===== src/rtl/bram_arb_pkg.sv =====
// Shared encodings and defaults for the BRAM port arbiter and its read tracker.
package bram_arb_pkg;

  localparam int NUM_REQ = 2;

  // Requester ids; REQ_NONE is all-zero so a cleared pipeline slot reads as "no owner".
  typedef enum logic [1:0] {
    REQ_NONE = 2'd0,
    REQ0     = 2'd1,
    REQ1     = 2'd2
  } req_id_e;

  localparam logic [3:0] WE_READ = 4'b0000;
  localparam logic [3:0] WE_WORD = 4'b1111;

  localparam int DEF_RD_LAT    = 1;
  localparam int DEF_MAX_BURST = 8;

  localparam logic [7:0] BURST_SAT = 8'd255;

  function automatic req_id_e id_of(input logic sel);
    return sel ? REQ1 : REQ0;
  endfunction

endpackage


===== src/rtl/bram_rd_track.sv =====
// DEPTH-deep {valid, id} pipeline that follows each issued read to its return cycle.
// Slots that carry no read hold id 0, so a tail id match already implies valid.
module bram_rd_track #(
  parameter int DEPTH = 1,
  parameter int ID_W  = 2
) (
  input  logic            clk,
  input  logic            rst,
  input  logic            ld_vld,
  input  logic [ID_W-1:0] ld_id,
  output logic            tail_vld,
  output logic [ID_W-1:0] tail_id
);

  logic [DEPTH:1]           vld_pipe;
  logic [DEPTH:1][ID_W-1:0] id_pipe;

  // Shift one slot per cycle; reset drops everything in flight.
  always_ff @(posedge clk or negedge rst) begin
    if (!rst) begin
      vld_pipe <= '0;
      id_pipe  <= '0;
    end else begin
      vld_pipe[1] <= ld_vld;
      id_pipe[1]  <= ld_vld ? ld_id : '0;
      for (int i = 2; i <= DEPTH; i++) begin
        vld_pipe[i] <= vld_pipe[i-1];
        id_pipe[i]  <= id_pipe[i-1];
      end
    end
  end

  assign tail_vld = vld_pipe[DEPTH];
  assign tail_id  = id_pipe[DEPTH];

endmodule


===== src/rtl/bram_rr_arbiter.sv =====
// Two-requester round-robin arbiter with a burst cap in front of a single BRAM port.
// Grant and BRAM drive are combinational; read returns are steered by a tracker.
module bram_rr_arbiter
  import bram_arb_pkg::*;
#(
  parameter int ADDR_W    = 32,
  parameter int DATA_W    = 32,
  parameter int RD_LAT    = DEF_RD_LAT,
  parameter int MAX_BURST = DEF_MAX_BURST
) (
  input  logic              clk,
  input  logic              rst,
  input  logic              r0_req,
  input  logic [3:0]        r0_we,
  input  logic [ADDR_W-1:0] r0_addr,
  input  logic [DATA_W-1:0] r0_wdata,
  output logic              r0_gnt,
  output logic              r0_rvalid,
  output logic [DATA_W-1:0] r0_rdata,
  input  logic              r1_req,
  input  logic [3:0]        r1_we,
  input  logic [ADDR_W-1:0] r1_addr,
  input  logic [DATA_W-1:0] r1_wdata,
  output logic              r1_gnt,
  output logic              r1_rvalid,
  output logic [DATA_W-1:0] r1_rdata,
  output logic              R_req,
  output logic [ADDR_W-1:0] addr,
  output logic [3:0]        W_req,
  output logic [DATA_W-1:0] W_data,
  input  logic [DATA_W-1:0] R_data
);

  logic [NUM_REQ-1:0]             req;
  logic [NUM_REQ-1:0][3:0]        we;
  logic [NUM_REQ-1:0][ADDR_W-1:0] ad;
  logic [NUM_REQ-1:0][DATA_W-1:0] wd;
  logic [NUM_REQ-1:0]             gnt;
  logic [NUM_REQ-1:0]             rvalid;
  logic [NUM_REQ-1:0][DATA_W-1:0] rdata;

  req_id_e    owner;
  logic [7:0] burst_cnt;
  logic       last;
  logic       sel;
  logic       any_gnt;
  logic       under_cap;
  logic       tail_vld;
  logic [1:0] tail_id;
  logic [1:0] ld_id;

  // Requests are masked while reset is held so nothing is granted.
  assign req = {r1_req, r0_req} & {NUM_REQ{rst}};
  assign we  = {r1_we, r0_we};
  assign ad  = {r1_addr, r0_addr};
  assign wd  = {r1_wdata, r0_wdata};

  assign under_cap = burst_cnt < 8'(MAX_BURST);

  // Owner keeps the port until it drops or hits the cap with the other waiting.
  always_comb begin
    gnt = '0;
    case (owner)
      REQ0: begin
        if (req[0] && (!req[1] || under_cap)) gnt = 2'b01;
        else if (req[1])                      gnt = 2'b10;
      end
      REQ1: begin
        if (req[1] && (!req[0] || under_cap)) gnt = 2'b10;
        else if (req[0])                      gnt = 2'b01;
      end
      default: begin
        if (&req) gnt = last ? 2'b01 : 2'b10;
        else      gnt = req;
      end
    endcase
  end

  assign sel     = gnt[1];
  assign any_gnt = |gnt;
  assign {r1_gnt, r0_gnt} = gnt;

  assign R_req  = any_gnt && (we[sel] == WE_READ);
  assign W_req  = any_gnt ? we[sel] : '0;
  assign addr   = any_gnt ? ad[sel] : '0;
  assign W_data = any_gnt ? wd[sel] : '0;

  // Track owner, run length and last winner; an idle cycle releases ownership.
  always_ff @(posedge clk or negedge rst) begin
    if (!rst) begin
      owner     <= REQ_NONE;
      burst_cnt <= '0;
      last      <= 1'b1;
    end else if (any_gnt) begin
      owner <= id_of(sel);
      last  <= sel;
      if (owner == id_of(sel))
        burst_cnt <= (burst_cnt == BURST_SAT) ? burst_cnt : burst_cnt + 8'd1;
      else
        burst_cnt <= 8'd1;
    end else begin
      owner     <= REQ_NONE;
      burst_cnt <= '0;
    end
  end

  assign ld_id = R_req ? id_of(sel) : REQ_NONE;

  bram_rd_track #(
    .DEPTH (RD_LAT),
    .ID_W  (2)
  ) u_rd_track (
    .clk      (clk),
    .rst      (rst),
    .ld_vld   (R_req),
    .ld_id    (ld_id),
    .tail_vld (tail_vld),
    .tail_id  (tail_id)
  );

  // Steer the returning word to whichever requester issued it.
  for (genvar n = 0; n < NUM_REQ; n++) begin : g_ret
    assign rvalid[n] = tail_vld && (tail_id == id_of(1'(n)));
    assign rdata[n]  = (tail_id == id_of(1'(n))) ? R_data : '0;
  end

  assign {r1_rvalid, r0_rvalid} = rvalid;
  assign r0_rdata = rdata[0];
  assign r1_rdata = rdata[1];

endmodule


===== config.mk =====
export PLATFORM = sky130hd
export DESIGN_NAME = bram_rr_arbiter
export DESIGN_NICKNAME = d
export VERILOG_FILES = /design/src/rtl/bram_arb_pkg.sv /design/src/rtl/bram_rd_track.sv /design/src/rtl/bram_rr_arbiter.sv
export SDC_FILE = /design/constraint.sdc
export NUM_CORES = 1
export LEC_CHECK = 0
export CAP_MARGIN = 25
export CORE_AREA = 2 2 121 123
export DETAILED_ROUTE_END_ITERATION = 12
export DIE_AREA = 0 0 123 125
export GPL_TIMING_DRIVEN = 0
export PLACE_DENSITY = 0.58
export SYNTH_ARGS = -nofsm -noshare
export SYNTH_HDL_FRONTEND = slang
export SYNTH_SLANG_ARGS = --single-unit

===== constraint.sdc =====
create_clock -name clk -period 3.1 [get_ports clk]
set_input_delay 0.62 -clock clk [delete_from_list [all_inputs] [get_ports clk]]
set_output_delay 0.62 -clock clk [all_outputs]
set_load 0.01 [all_outputs]

==> metrics.csv <==
metric;value;unit
PwrDens;300;nW/um^2
Clock power frac;0.174;
CTS tree;yes;
net count after synthesis;417;
Hold Vio Cnt, Final;0;
setup violators final;0;
WL/cell;16.7;um
end point of the critical path;W_data[22];
status;finished clean;
clk sinks;14;
Final Non-Filler Cells;741;
number of cells on the critical path;10;
CP delay by family, top;compound AO/OA/AOI/OAI gates;
Clk pin slew, worst setup/hold paths;0.05;ns
GP Congestion;0.935;
post-route setup slack;0.0642;ns
HPWL after DPL;10.7;mm
R2R Path Start;owner[0]$_DFF_PN0_;
io pins;309;
Core Util, Final;0.362;
Num CTS Buffers;3;
top_reg_cell synth;dfrtp_1;
grt ovf;0;
crit path launch type;flip-flop;
core area;14200;sq um
clk root buf;clkbuf_16;
Max IR drop VDD;0.000146;V
total of max-cap violations;0;
Comb pwr share;0.682;
Post-Synthesis Cell Area;1980;sq um
R2R Setup Slk;1.09;ns
Residual DRC;0;
Critical Path RT;2.48;ns
critical path type;flip-flop to output port;
Avg Inst Size Synth;8.20;sq um
most frequent cells in the layout;clkdlybuf4s50_1, and2_1, a22o_1;
reg2reg path depth;9;
die width;123;um
fmax;0.329;GHz
Syn. warnings;0;
fin crit period;3.04;ns
crit-path cells;inv_2 > ha_4 > a21boi_0 > o211ai_1 > o221a_4 > o31a_1 > buf_6 > buf_6 > a22o_1 > dlygate4sd2_1;
Most common cell on crit path;buf_6;
synth unique cells;42;
post-synthesis cell count;242;
dpl cells;734;
DRT iter0 DRCs;101;
post-route total power;1.54;mW
sw frac;0.370;
end of the worst register-to-register path;u_rd_track.tail_vld$_DFF_PN0_;
Seq pwr share;0.144;
HP Class;input port to async pin;
Max stage delay on crit path;0.39;ns
H-tree level count;1;
CP endpoint kind;output port;
Final Cycle Share;0.979;
crit path launch;owner[0]$_DFF_PN0_;
Max FO, Critical Path;10;
first-pass GRT wire length;17.9;mm
RSZ-0062 raised after global routing;true;
Hold WS;0.273;ns
clock buffer depth;2;
WL final;12.4;mm
Final ANT Viol Nets;0;
Buf+Inv Stages, Crit Path;4;
slowest CP cell;dfrtp_1;
Synth-to-Final Area Change;159;%
Slew Limit Headroom;0.586;
register area share after synthesis;0.177;
P_int;0.972;mW
Worst-Skew Late Latency;0.24;ns
number of global-route vias before repair;3221;
synthesized flop and latch total;14;
DP Area;5300;sq um
pre-CTS WS;-1.23;ns
die height;125;um
# rows;44;
Worst Max-Slew Pin Slew;0.620;ns
fraction of registers with async set or reset after synthesis;1.00;
EDFF count, synth;0;
vias;3191;
count of input and output buffers;308;
Worst Path Arrival;2.42;ns
largest net degree at the start of global routing;21;
max-slew violations;0;
ratio of cells with drive above 1 in the final layout;0.182;
Overall Global Routing Usage;0.150;
Avg Vias per Cell;4.31;
initial antenna violation count;1;
post-route clock skew;0.00398;ns
Initial Utilization;0.140;
die area;15400;sq um
P_sw;0.572;mW
commonest non-fill, non-tap cell in the layout;clkdlybuf4s50_1;
Setup TNS;0;ns
leakage;2.23;nW
post-route cell area;5140;sq um
Pre-antenna DRT Iters;4;
# nets final;732;
[registers in the layout, indices dropped and copies added, names as in the netlist]
signal               cells
burst_cnt                8
owner                    2
u_rd_track.tail_id       2
last                     1
u_rd_track.tail_vld      1
[kinds of logic after synthesis]
family	after synthesis	synth area share
and+or+nand+nor	101	0.314
AOI/OAI and AO/OA	91	0.384
buffers and inverters	29	0.0864
DFF	14	0.177
muxes	3	0.0151
adders and majority gates	3	0.0189
xor gates and xnor gates	1	0.00441
[worst register-to-register path, stage by stage, from the launching register on]
cell,delay (ns)
dfrtp_1,0.39
inv_2,0.10
ha_4,0.22
a21boi_0,0.12
o211ai_1,0.21
o221a_4,0.27
o31a_1,0.16
buf_6,0.15
buf_6,0.16
a21o_1,0.15
[power groups by stage]
stage / logic [mW] / registers (mW) / clock network, mW
6_report: 1.05 / 0.223 / 0.269
3_5_place_dp: 1.19 / 0.223 / 0
4_1_cts: 1.08 / 0.221 / 0.276
2_1_floorplan: 0.487 / 0.219 / 0
3_3_place_gp: 1.19 / 0.222 / 0
5_1_grt: 1.13 / 0.225 / 0.285
[cell type report]
class / count / area (sq um)
diodes: 1 / 2.50
fillers: 1515 / 9070
inverters: 7 / 31.3
well taps: 184 / 230
flip-flops and latches: 14 / 353
clock buffers: 4 / 88.8
plain buffers: 21 / 145
multi-input cells: 199 / 1500
repair buffers: 311 / 2790
[metal layers]
layer  track usage  vias up  routed length, um
li1              -     1533                  -
met1         0.169     1469               4620
met2         0.288      181               6470
met3        0.0338        6               1230
met4        0.0207        2                 60
met5             0        -                 13
[synth_stat cells (2+ instances only)]
cell type  count  share of area
a21boi_0       2         0.0076
and2_1        67           0.21
nand3_1        7          0.018
o21ai_0        4          0.010
a22o_1        68           0.30
nand2_1        2         0.0038
a21oi_1        8          0.020
inv_1          4         0.0076
dfrtp_1       13           0.16
nand2b_1       2         0.0063
mux2i_1        3          0.015
buf_6          8          0.045
nand4_1        3         0.0095
ha_1           3          0.019
clkbuf_1       8          0.015
buf_1          4         0.0076
and3_1         3         0.0095
buf_2          2         0.0050
inv_2          2         0.0038
nor2b_1        4          0.013
nor2_1         4         0.0076
[how the worst min path moves through the flow]
stage,from,depth (start not counted),endpoint,slack (ns)
6_report,rst,1,burst_cnt[7]$_DFFE_PN0P_,0.27
5_1_grt,rst,1,burst_cnt[5]$_DFFE_PN0P_,0.29
4_1_cts,rst,1,burst_cnt[5]$_DFFE_PN0P_,0.31
3_5_place_dp,last$_DFFE_PN1P_,2,last$_DFFE_PN1P_,0.48
3_3_place_gp,last$_DFFE_PN1P_,2,last$_DFFE_PN1P_,0.47
2_1_floorplan,rst,0,burst_cnt[0]$_DFFE_PN0P_,0.32
[repair_timing]
action	CTS	global route
endpoints found under the setup margin	71	70
buffers inserted	2	1
gates resized for setup	115	127
hold buffers	0	0
pin swaps	8	4
Note: power is estimated with default switching activity, not from simulation.
